### src/rtl/mult_seq_32.sv
// mult_seq_32: sequential 32x32 unsigned shift-and-add multiplier.
// One add-and-shift iteration per clock. Partial sums are formed by adder_32bit.
// Optional build macro MULT_EARLY_TERM_EN ends the run once every remaining
// multiplier bit is zero. The result is then realigned by a barrel shift.

// adder_32bit: 32-bit adder built from 4-bit carry-lookahead groups.
// Carries ripple between the groups.
module adder_32bit (
    input  logic [31:0] a,
    input  logic [31:0] b,
    input  logic        c0,
    output logic [31:0] s,
    output logic        c
);
    localparam int unsigned WIDTH  = 32;
    localparam int unsigned GROUPS = WIDTH / 4;

    logic [WIDTH-1:0]  gen_c;
    logic [WIDTH-1:0]  prop_c;
    logic [WIDTH-1:0]  bit_carry_c;
    logic [GROUPS:0]   grp_carry_c;
    logic [GROUPS-1:0] grp_gen_c;
    logic [GROUPS-1:0] grp_prop_c;

    // Per-bit generate/propagate.
    always_comb begin
        gen_c  = a & b;
        prop_c = a ^ b;
    end

    // Group lookahead terms, the carry chain between groups, and the ripple inside each group.
    always_comb begin
        grp_carry_c    = '0;
        grp_gen_c      = '0;
        grp_prop_c     = '0;
        bit_carry_c    = '0;
        grp_carry_c[0] = c0;
        for (int j = 0; j < int'(GROUPS); j++) begin
            grp_prop_c[j] = &prop_c[4*j +: 4];
            grp_gen_c[j]  = gen_c[4*j+3]
                          | (prop_c[4*j+3] & gen_c[4*j+2])
                          | (prop_c[4*j+3] & prop_c[4*j+2] & gen_c[4*j+1])
                          | (prop_c[4*j+3] & prop_c[4*j+2] & prop_c[4*j+1] & gen_c[4*j]);
            grp_carry_c[j+1] = grp_gen_c[j] | (grp_prop_c[j] & grp_carry_c[j]);
            bit_carry_c[4*j] = grp_carry_c[j];
            for (int i = 1; i < 4; i++) begin
                bit_carry_c[4*j+i] = gen_c[4*j+i-1] | (prop_c[4*j+i-1] & bit_carry_c[4*j+i-1]);
            end
        end
    end

    // Sum and carry out.
    always_comb begin
        s = prop_c ^ bit_carry_c;
        c = grp_carry_c[GROUPS];
    end
endmodule

module mult_seq_32 (
    input  logic        clk,
    input  logic        rst_n,
    input  logic        start,
    input  logic [31:0] a,
    input  logic [31:0] b,
    output logic        busy,
    output logic        done,
    output logic [63:0] product
);
    localparam int unsigned OP_W   = 32;
    localparam int unsigned PROD_W = 64;
    localparam int unsigned CNT_W  = 6;

    typedef enum logic [1:0] {
        ST_IDLE = 2'd0,
        ST_RUN  = 2'd1,
        ST_DONE = 2'd2
    } state_t;

    state_t              state_q, state_d;
    logic [OP_W-1:0]     mcand_q, mcand_d;
    // Bit 64 of the architectural P register always shifts in as zero, so it is not stored.
    logic [PROD_W-1:0]   p_q, p_d;
    logic [CNT_W-1:0]    cnt_q, cnt_d;
    logic [PROD_W-1:0]   product_q, product_d;
    logic                done_q, done_d;
    logic                busy_q, busy_d;

    logic [OP_W-1:0]     add_sum_c;
    logic                add_carry_c;
    logic [OP_W:0]       acc_next_c;
    logic [PROD_W-1:0]   p_next_c;
    logic [CNT_W-1:0]    cnt_next_c;
    logic                finish_c;
    logic [PROD_W-1:0]   result_c;

    // Partial-sum adder: accumulator plus multiplicand, with no carry in.
    adder_32bit u_adder (
        .a  (p_q[PROD_W-1:OP_W]),
        .b  (mcand_q),
        .c0 (1'b0),
        .s  (add_sum_c),
        .c  (add_carry_c)
    );

    // One iteration: conditionally add, then shift right. The carry out becomes the new accumulator MSB.
    always_comb begin
        acc_next_c = p_q[0] ? {add_carry_c, add_sum_c} : {1'b0, p_q[PROD_W-1:OP_W]};
        p_next_c   = {acc_next_c, p_q[OP_W-1:1]};
        cnt_next_c = cnt_q + CNT_W'(1);
    end

`ifdef MULT_EARLY_TERM_EN
    logic [OP_W-1:0]  live_mask_c;
    logic [CNT_W-1:0] remain_c;

    // Finish when the unconsumed multiplier bits are all zero. Then realign the result by the iterations skipped.
    always_comb begin
        live_mask_c = {OP_W{1'b1}} >> cnt_next_c;
        remain_c    = CNT_W'(OP_W) - cnt_next_c;
        finish_c    = ((p_next_c[OP_W-1:0] & live_mask_c) == '0);
        result_c    = p_next_c >> remain_c;
    end
`else
    // Always run the full 32 iterations. The result needs no realignment.
    always_comb begin
        finish_c = (cnt_next_c == CNT_W'(OP_W));
        result_c = p_next_c;
    end
`endif

    // Next-state and datapath control.
    always_comb begin
        state_d   = state_q;
        mcand_d   = mcand_q;
        p_d       = p_q;
        cnt_d     = cnt_q;
        product_d = product_q;
        done_d    = 1'b0;
        busy_d    = 1'b0;
        unique case (state_q)
            ST_IDLE, ST_DONE: begin
                if (start) begin
                    state_d = ST_RUN;
                    mcand_d = a;
                    p_d     = {{(PROD_W-OP_W){1'b0}}, b};
                    cnt_d   = '0;
                    busy_d  = 1'b1;
                end else begin
                    state_d = ST_IDLE;
                end
            end
            ST_RUN: begin
                p_d   = p_next_c;
                cnt_d = cnt_next_c;
                if (finish_c) begin
                    state_d   = ST_DONE;
                    product_d = result_c;
                    done_d    = 1'b1;
                end else begin
                    busy_d = 1'b1;
                end
            end
            default: begin
                state_d = ST_IDLE;
            end
        endcase
    end

    // State and datapath registers. Reset discards any operation in flight.
    always_ff @(posedge clk or negedge rst_n) begin
        if (!rst_n) begin
            state_q   <= ST_IDLE;
            mcand_q   <= '0;
            p_q       <= '0;
            cnt_q     <= '0;
            product_q <= '0;
            done_q    <= 1'b0;
            busy_q    <= 1'b0;
        end else begin
            state_q   <= state_d;
            mcand_q   <= mcand_d;
            p_q       <= p_d;
            cnt_q     <= cnt_d;
            product_q <= product_d;
            done_q    <= done_d;
            busy_q    <= busy_d;
        end
    end

    // Outputs come straight from flops.
    always_comb begin
        busy    = busy_q;
        done    = done_q;
        product = product_q;
    end
endmodule

### config.mk
export PLATFORM = sky130hd
export DESIGN_NAME = mult_seq_32
export DESIGN_NICKNAME = d
export VERILOG_FILES = /design/src/rtl/mult_seq_32.sv
export SDC_FILE = /design/constraint.sdc
export NUM_CORES = 1
export LEC_CHECK = 0
export ABC_AREA = 1
export CAP_MARGIN = 20
export CORE_UTILIZATION = 54
export CTS_CLUSTER_SIZE = 24
export DETAILED_ROUTE_END_ITERATION = 12
export PLACE_DENSITY = 0.81
export SYNTH_ARGS = -nofsm -noshare
export SYNTH_HDL_FRONTEND = slang
export SYNTH_SLANG_ARGS = --single-unit
### constraint.sdc
create_clock -name clk -period 3.52 [get_ports clk]
set_input_delay 0.88 -clock clk [delete_from_list [all_inputs] [get_ports clk]]
set_output_delay 0.88 -clock clk [all_outputs]
set_load 0.005 [all_outputs]
Yosys cells after proc, flatten, opt, wreduce, memory -nomap -nowiden
Cells that the tools add are included.

cells by class
  add/subtract/negate cells = 1
  multiply operators = 0
  divide/modulo/power cells = 0
  magnitude comparators = 0
  equal/unequal tests = 5
  shift operators = 0
  mux-type cells = 13
  bitwise gates (word level) = 127
  reductions and logical operators = 13

operators with widths
  cell                                           number
  one-hot mux 64 bit (2 select lines)            1
  AND 1 bit                                      70
  two-way mux 64 bit                             1
  XOR 32 bit                                     2
  bitwise OR 1 bit                               54
  two-way mux 33 bit                             1
  AND 32 bit                                     1
  AND reduction 4 bit                            7
  one-hot mux 6 bit (2 select lines)             1
  adder 6 x 1 -> 6 bit, second input constant    1
  == test 6 bit, second input constant           1
  two-way mux 6 bit                              1
  AND reduction 2 bit                            3
  two-way mux 1 bit                              5
  != test 2 bit, second input constant           2
  one-hot mux 2 bit (2 select lines)             1
  == test 2 x 1 -> 1 bit, second input constant  1
  == test 2 bit, second input constant           1
  zero test 2 bit                                1
  two-way mux 2 bit                              1
  one-hot mux 1 bit (2 select lines)             1
  nonzero test 2 bit                             1
  OR reduction 2 bit                             1

word-level totals
  bits in registers = 170
  bits in latches = 0
  memory bits (writable) = 0
  bits in read-only memories = 0
  input port bits = 67
  word-level logic and storage cells = 166
  memories = 0

Logic depth before layout (Yosys ltp)
  depth in word-level cells = 26
  depth in mapped cells = 25
  depth with buffers taken out = 25

Modules after synthesis
Synthesis repeated with hierarchy kept, for this count alone.

second synthesis, totals
  cells, all modules = 957
  area, all modules = 8473.1 um^2

modules (own cells, without submodules)
  module       times used  cells each  area an instance (um^2)
  mult_seq_32  1           798         7073.0
  adder_32bit  1           159         1400.1

Worst setup path before layout
OpenSTA, ideal clock, no wires.

  path kind = register to register
  from = register p_q[43]
  to = register p_q[61]
  data arrival time = 2.983 ns
  required time = 3.379 ns
  slack = 0.396 ns
  cell stages (with the launch flop) = 20
  buffers on the path = 0
  cells stage by stage = dfrtp_1 > ha_1 > nand3_1 > o211a_2 > nand2_1 > nand2_1 > nand2_1 > nand2_1 > nand2_1 > nand2_1 > nand2_1 > nand2_1 > nand2_1 > inv_1 > fa_1 > fa_1 > inv_1 > fa_1 > mux2i_1 > o22ai_1

between the ends
  longest elaborated chain between the ends = 21

RTL lines
  element                                               line        source
  from (decl)                                           82          logic [PROD_W-1:0] p_q, p_d;
  from (signal assigned)                                182         p_q <= p_d;
  XOR 32 bit                                            28          prop_c = a ^ b;
  AND 1 bit, on equally long branches                   41, 42, 43
  bitwise OR 1 bit, or another cell as far along        41          | (prop_c[4*j+3] & gen_c[4*j+2])
  bitwise OR 1 bit / AND 1 bit (equally long branches)  42, 43
  bitwise OR 1 bit                                      43          | (prop_c[4*j+3] & prop_c[4*j+2] & prop_c[4*j+1] & gen_c[4*j]);
  bitwise OR 1 bit (*)                                  44          grp_carry_c[j+1] = grp_gen_c[j] | (grp_prop_c[j] & grp_carry_c[j]);
  AND 1 bit (*)                                         44
  bitwise OR 1 bit (*)                                  44
  [... 5 more ...]                                      n/a
  bitwise OR 1 bit (*)                                  44
  AND 1 bit (*)                                         47          bit_carry_c[4*j+i] = gen_c[4*j+i-1] | (prop_c[4*j+i-1] & bit_carry_c[4*j+i-1]);
  bitwise OR 1 bit (*)                                  47
  AND 1 bit (*)                                         47
  bitwise OR 1 bit (*)                                  47
  XOR 32 bit (*)                                        54          s = prop_c ^ bit_carry_c;
  two-way mux 33 bit (*)                                107         acc_next_c = p_q[0] ? {add_carry_c, add_sum_c} : {1'b0, p_q[PROD_W-1:OP_W]};
  one-hot mux 64 bit (2 select lines) (*)               140         unique case (state_q)

Mark *: on every way between the ends. The rest lies on a longest branch, timed or not.
A chain may end at the register's enable or synchronous reset.

Final worst setup path
  from = register p_q[33]
  to = register p_q[61]

between the ends
  longest elaborated chain between the ends = 23

RTL lines
  element                                               line
  AND 32 bit / XOR 32 bit (equally long branches)       27, 28
  AND 1 bit, on equally long branches                   42, 43
  bitwise OR 1 bit / AND 1 bit (equally long branches)  42, 43
  bitwise OR 1 bit (*)                                  43
  AND 1 bit (*)                                         44
  bitwise OR 1 bit (*)                                  44
  AND 1 bit (*)                                         44
  bitwise OR 1 bit (*)                                  44
  [... 7 more ...]                                      n/a
  bitwise OR 1 bit (*)                                  44
  AND 1 bit (*)                                         47
  bitwise OR 1 bit (*)                                  47
  AND 1 bit (*)                                         47
  bitwise OR 1 bit (*)                                  47
  XOR 32 bit (*)                                        54
  two-way mux 33 bit (*)                                107
  one-hot mux 64 bit (2 select lines) (*)               140

Marks and branches as above.

==> flow_summary.json <==
{
  "outcome": "complete, no violations",
  "end_kind": "flip-flop",
  "avgViaCountPerCell": 5.356,
  "crit_arrival_ns": 3.70,
  "diodes": 0,
  "rr_worst_depth": 24,
  "die_h_um": 124.3,
  "fin_ws_ns": 0.1025,
  "drc": 0,
  "p_int_mw": 6.003,
  "clock-sinks": 170,
  "core-area_mm2": 0.01459,
  "clk_latency_ns": 0.42,
  "synth_top_area_share_pct": 52.67,
  "rows": 44,
  "wire_per_inst_um": 15.34,
  "io_buffers": 132,
  "ctsRootBufferMaster": "clkbuf_16",
  "clk_path_buf_depth": 2,
  "multiInputGateArea_mm2": 0.003271,
  "grt_pass1_wl_um": 30400,
  "synth_cell_types": 33,
  "layout_commonest_cell": "nand2_1",
  "cts_tree": "done",
  "layout_worst_path_cycle_share_pct": 97.09,
  "drive_above_1_share_pct": 7.723,
  "worstMarginPinSlew_ns": 0.7888,
  "fillers": 1107,
  "die_area_mm2": 0.01545,
  "power_frac_seq_pct": 33.1,
  "stdcell_area_mm2": 0.01023,
  "drtIter0Drc": 491,
  "fmax_mhz": 292.6,
  "dp_hpwl_um": 11910,
  "clkTransAtPathRegs_ns": 0.07,
  "synth.avg_cell_area_um2": 9.391,
  "combPwrFrac_pct": 48.0,
  "hold_path_depth": 2,
  "max_slew_margin_pct": 47.42,
  "power_density_mw_per_mm2": 982.1,
  "finalSetupViolCount": 0,
  "power.switching_mw": 4.041,
  "final_cell_mix": "191 x nand2_1, 170 x dfrtp_1, 131 x clkdlybuf4s50_1",
  "synth_top_cell_by_area": "dfrtp_1",
  "dp_slack_ns": -0.01594,
  "async_reset_ff_share_pct": 100.0,
  "worst_hold_path_type": "reg -> reg",
  "grt_max_degree": 79,
  "grt_usage_pct": 24.57,
  "clkPwrFrac_pct": 18.9,
  "grt_pass1_vias": 6292,
  "antenna_found_initial": 0,
  "rsz0062_at_grt": "yes",
  "place_congestion": 0.8354,
  "yosysSeqAreaShare_pct": 52.67,
  "min_period_ns": 3.417,
  "area_growth_pct": 26.62,
  "ant_nets": 0,
  "yosys-top-cells-area": "dfrtp_1 53%, nand2_1 9.2%, o21ai_0 6.6%",
  "hold_violations": 0,
  "synth_enable_flop_cells": 0,
  "synthesis.nets": 983,
  "die_x_um": 124.3,
  "p_leak_nw": 4.873,
  "initial_utilization_pct": 55.36,
  "drt-total-wl_um": 18120,
  "vdd.ir_drop.worst_v": 0.0005206,
  "slew_viol_final": 0,
  "cp_data_required_time_ns": 3.80,
  "vias": 6325,
  "holdWs_ns": 0.4813,
  "yosys_most_used_dff": "dfrtp_1",
  "drt_pass1_iterations": 4,
  "io_pins": 133,
  "regArea_mm2": 0.004254,
  "cp_max_fo": 2,
  "synth-seq-cells": 170,
  "synth_cells": 860,
  "final_nets": 1107,
  "yosys_warnings": 0,
  "cap_violations": 0,
  "critical_path_class": "reg -> reg",
  "cts_buffers": 17,
  "critPathLaunchType": "flip-flop",
  "place_area_mm2": 0.009525,
  "p_sw_share_pct": 40.23,
  "clock-skew-final_ns": 0.01057,
  "grt_overflow": 0,
  "htreeDepth": 4,
  "synth_area_mm2": 0.008076
}
critical path: stages (launching register included):
cell and delay, ns:
dfrtp_1 0.40, ha_1 0.29, nand2_1 0.05, nand2_1 0.07, nand2_1 0.07, nand2_2 0.09
nand2_2 0.05, nand2_2 0.06, nand2_1 0.05, nand2_1 0.08, nand2_1 0.05, nand2_1 0.08
nand2_1 0.07, nand2_2 0.09, nand2_2 0.06, nand2_2 0.09, nand2_2 0.05, nand2_2 0.07
inv_2 0.04, fa_2 0.36, fa_2 0.37, inv_2 0.06, fa_1 0.37, mux2i_1 0.21
o22ai_1 0.10
per-layer routing:
layer	track usage (%)	up-vias	routed length (µm)
met2	39.29	149	8740
met4	10.35	0	504
met5	0	-	0
li1	-	3068	-
met3	4.854	37	636
met1	32.87	3071	8239
stage by stage:
step | std cells | TNS [ns] | total power, mW | utilization (%)
3_5_place_dp | 1143 | -0.01594 | 7.898 | 65.29
4_1_cts | 1176 | 0 | 9.918 | 69.63
6_report | 1181 | 0 | 10.04 | 70.09
2_1_floorplan | 860 | 0 | 6.445 | -
3_3_place_gp | 1143 | 0 | 7.687 | 65.29
5_1_grt | 1181 | -0.6095 | 10.94 | 70.09
synth_stat cells (3+ instances only):
cell,number
nand3_1,8
inv_1,103
buf_1,4
o21ai_1,32
fa_1,23
ha_1,33
o21ai_0,106
inv_2,3
nand2_1,199
o22ai_1,38
clkbuf_1,29
buf_6,6
nor2_1,47
a21oi_1,5
dfrtp_1,170
a221oi_1,18
xor2_1,9
a31oi_1,3
buf_2,5
power by group through the flow:
stage                     Clock [mW]  Sequential [mW]  Combinational, mW
after floorplan                    0             3.19               3.26
after global placement             0             3.29               4.40
after detailed placement           0             3.32               4.58
after CTS                       1.93             3.31               4.67
after global routing            2.02             3.42               5.50
final                           1.90             3.32               4.82
cell families (layout without fill, tap and decap cells):
kind of cell	Yosys count	in the layout	share of synthesized area (%)
compound gates	211	211	15.03
flops	170	170	52.67
simple gates	260	260	12.44
mux	2	2	0.2479
buf+inv	150	287	7.606
xor+xnor	11	11	1.193
fa+ha+maj	56	56	10.81
final cells by class:
class | count | area share, %
flip-flops and latches | 170 | 41.60
multi-input cells | 540 | 31.98
repair buffers | 149 | 14.43
clock buffers | 19 | 4.233
inverters | 106 | 3.891
well taps | 184 | 2.251
clock inverters | 13 | 1.615
path summary, 6_finish.rpt:
path | startpoint | end | slack, ns
setup / recovery | p_q[33] | p_q[61] | 0.10
hold / removal | product[5] | product[5] | 0.48
setup reg to reg | p_q[33] | p_q[61] | 0.10
hold reg to reg | product[5] | product[5] | 0.48
max in group asynchronous | rst_n | p_q[30] | 2.20
min in group asynchronous | rst_n | p_q[8] | 0.49
registers in the layout, summed over array words and instances (netlist names):
| signal | flops |
|---|---|
| product | 64 |
| done | 1 |
| mcand_q | 32 |
| state_q | 2 |
| cnt_q | 6 |
| p_q | 64 |
| busy | 1 |
repair_timing:
action | in CTS | in global routing
setup endpoints to repair | 2 | 12
pin swaps | 0 | 8
resized for setup | 3 | 16
buffers inserted | 1 | 5
hold buffers | 0 | 0
Power figures use the tool's default switching activity.
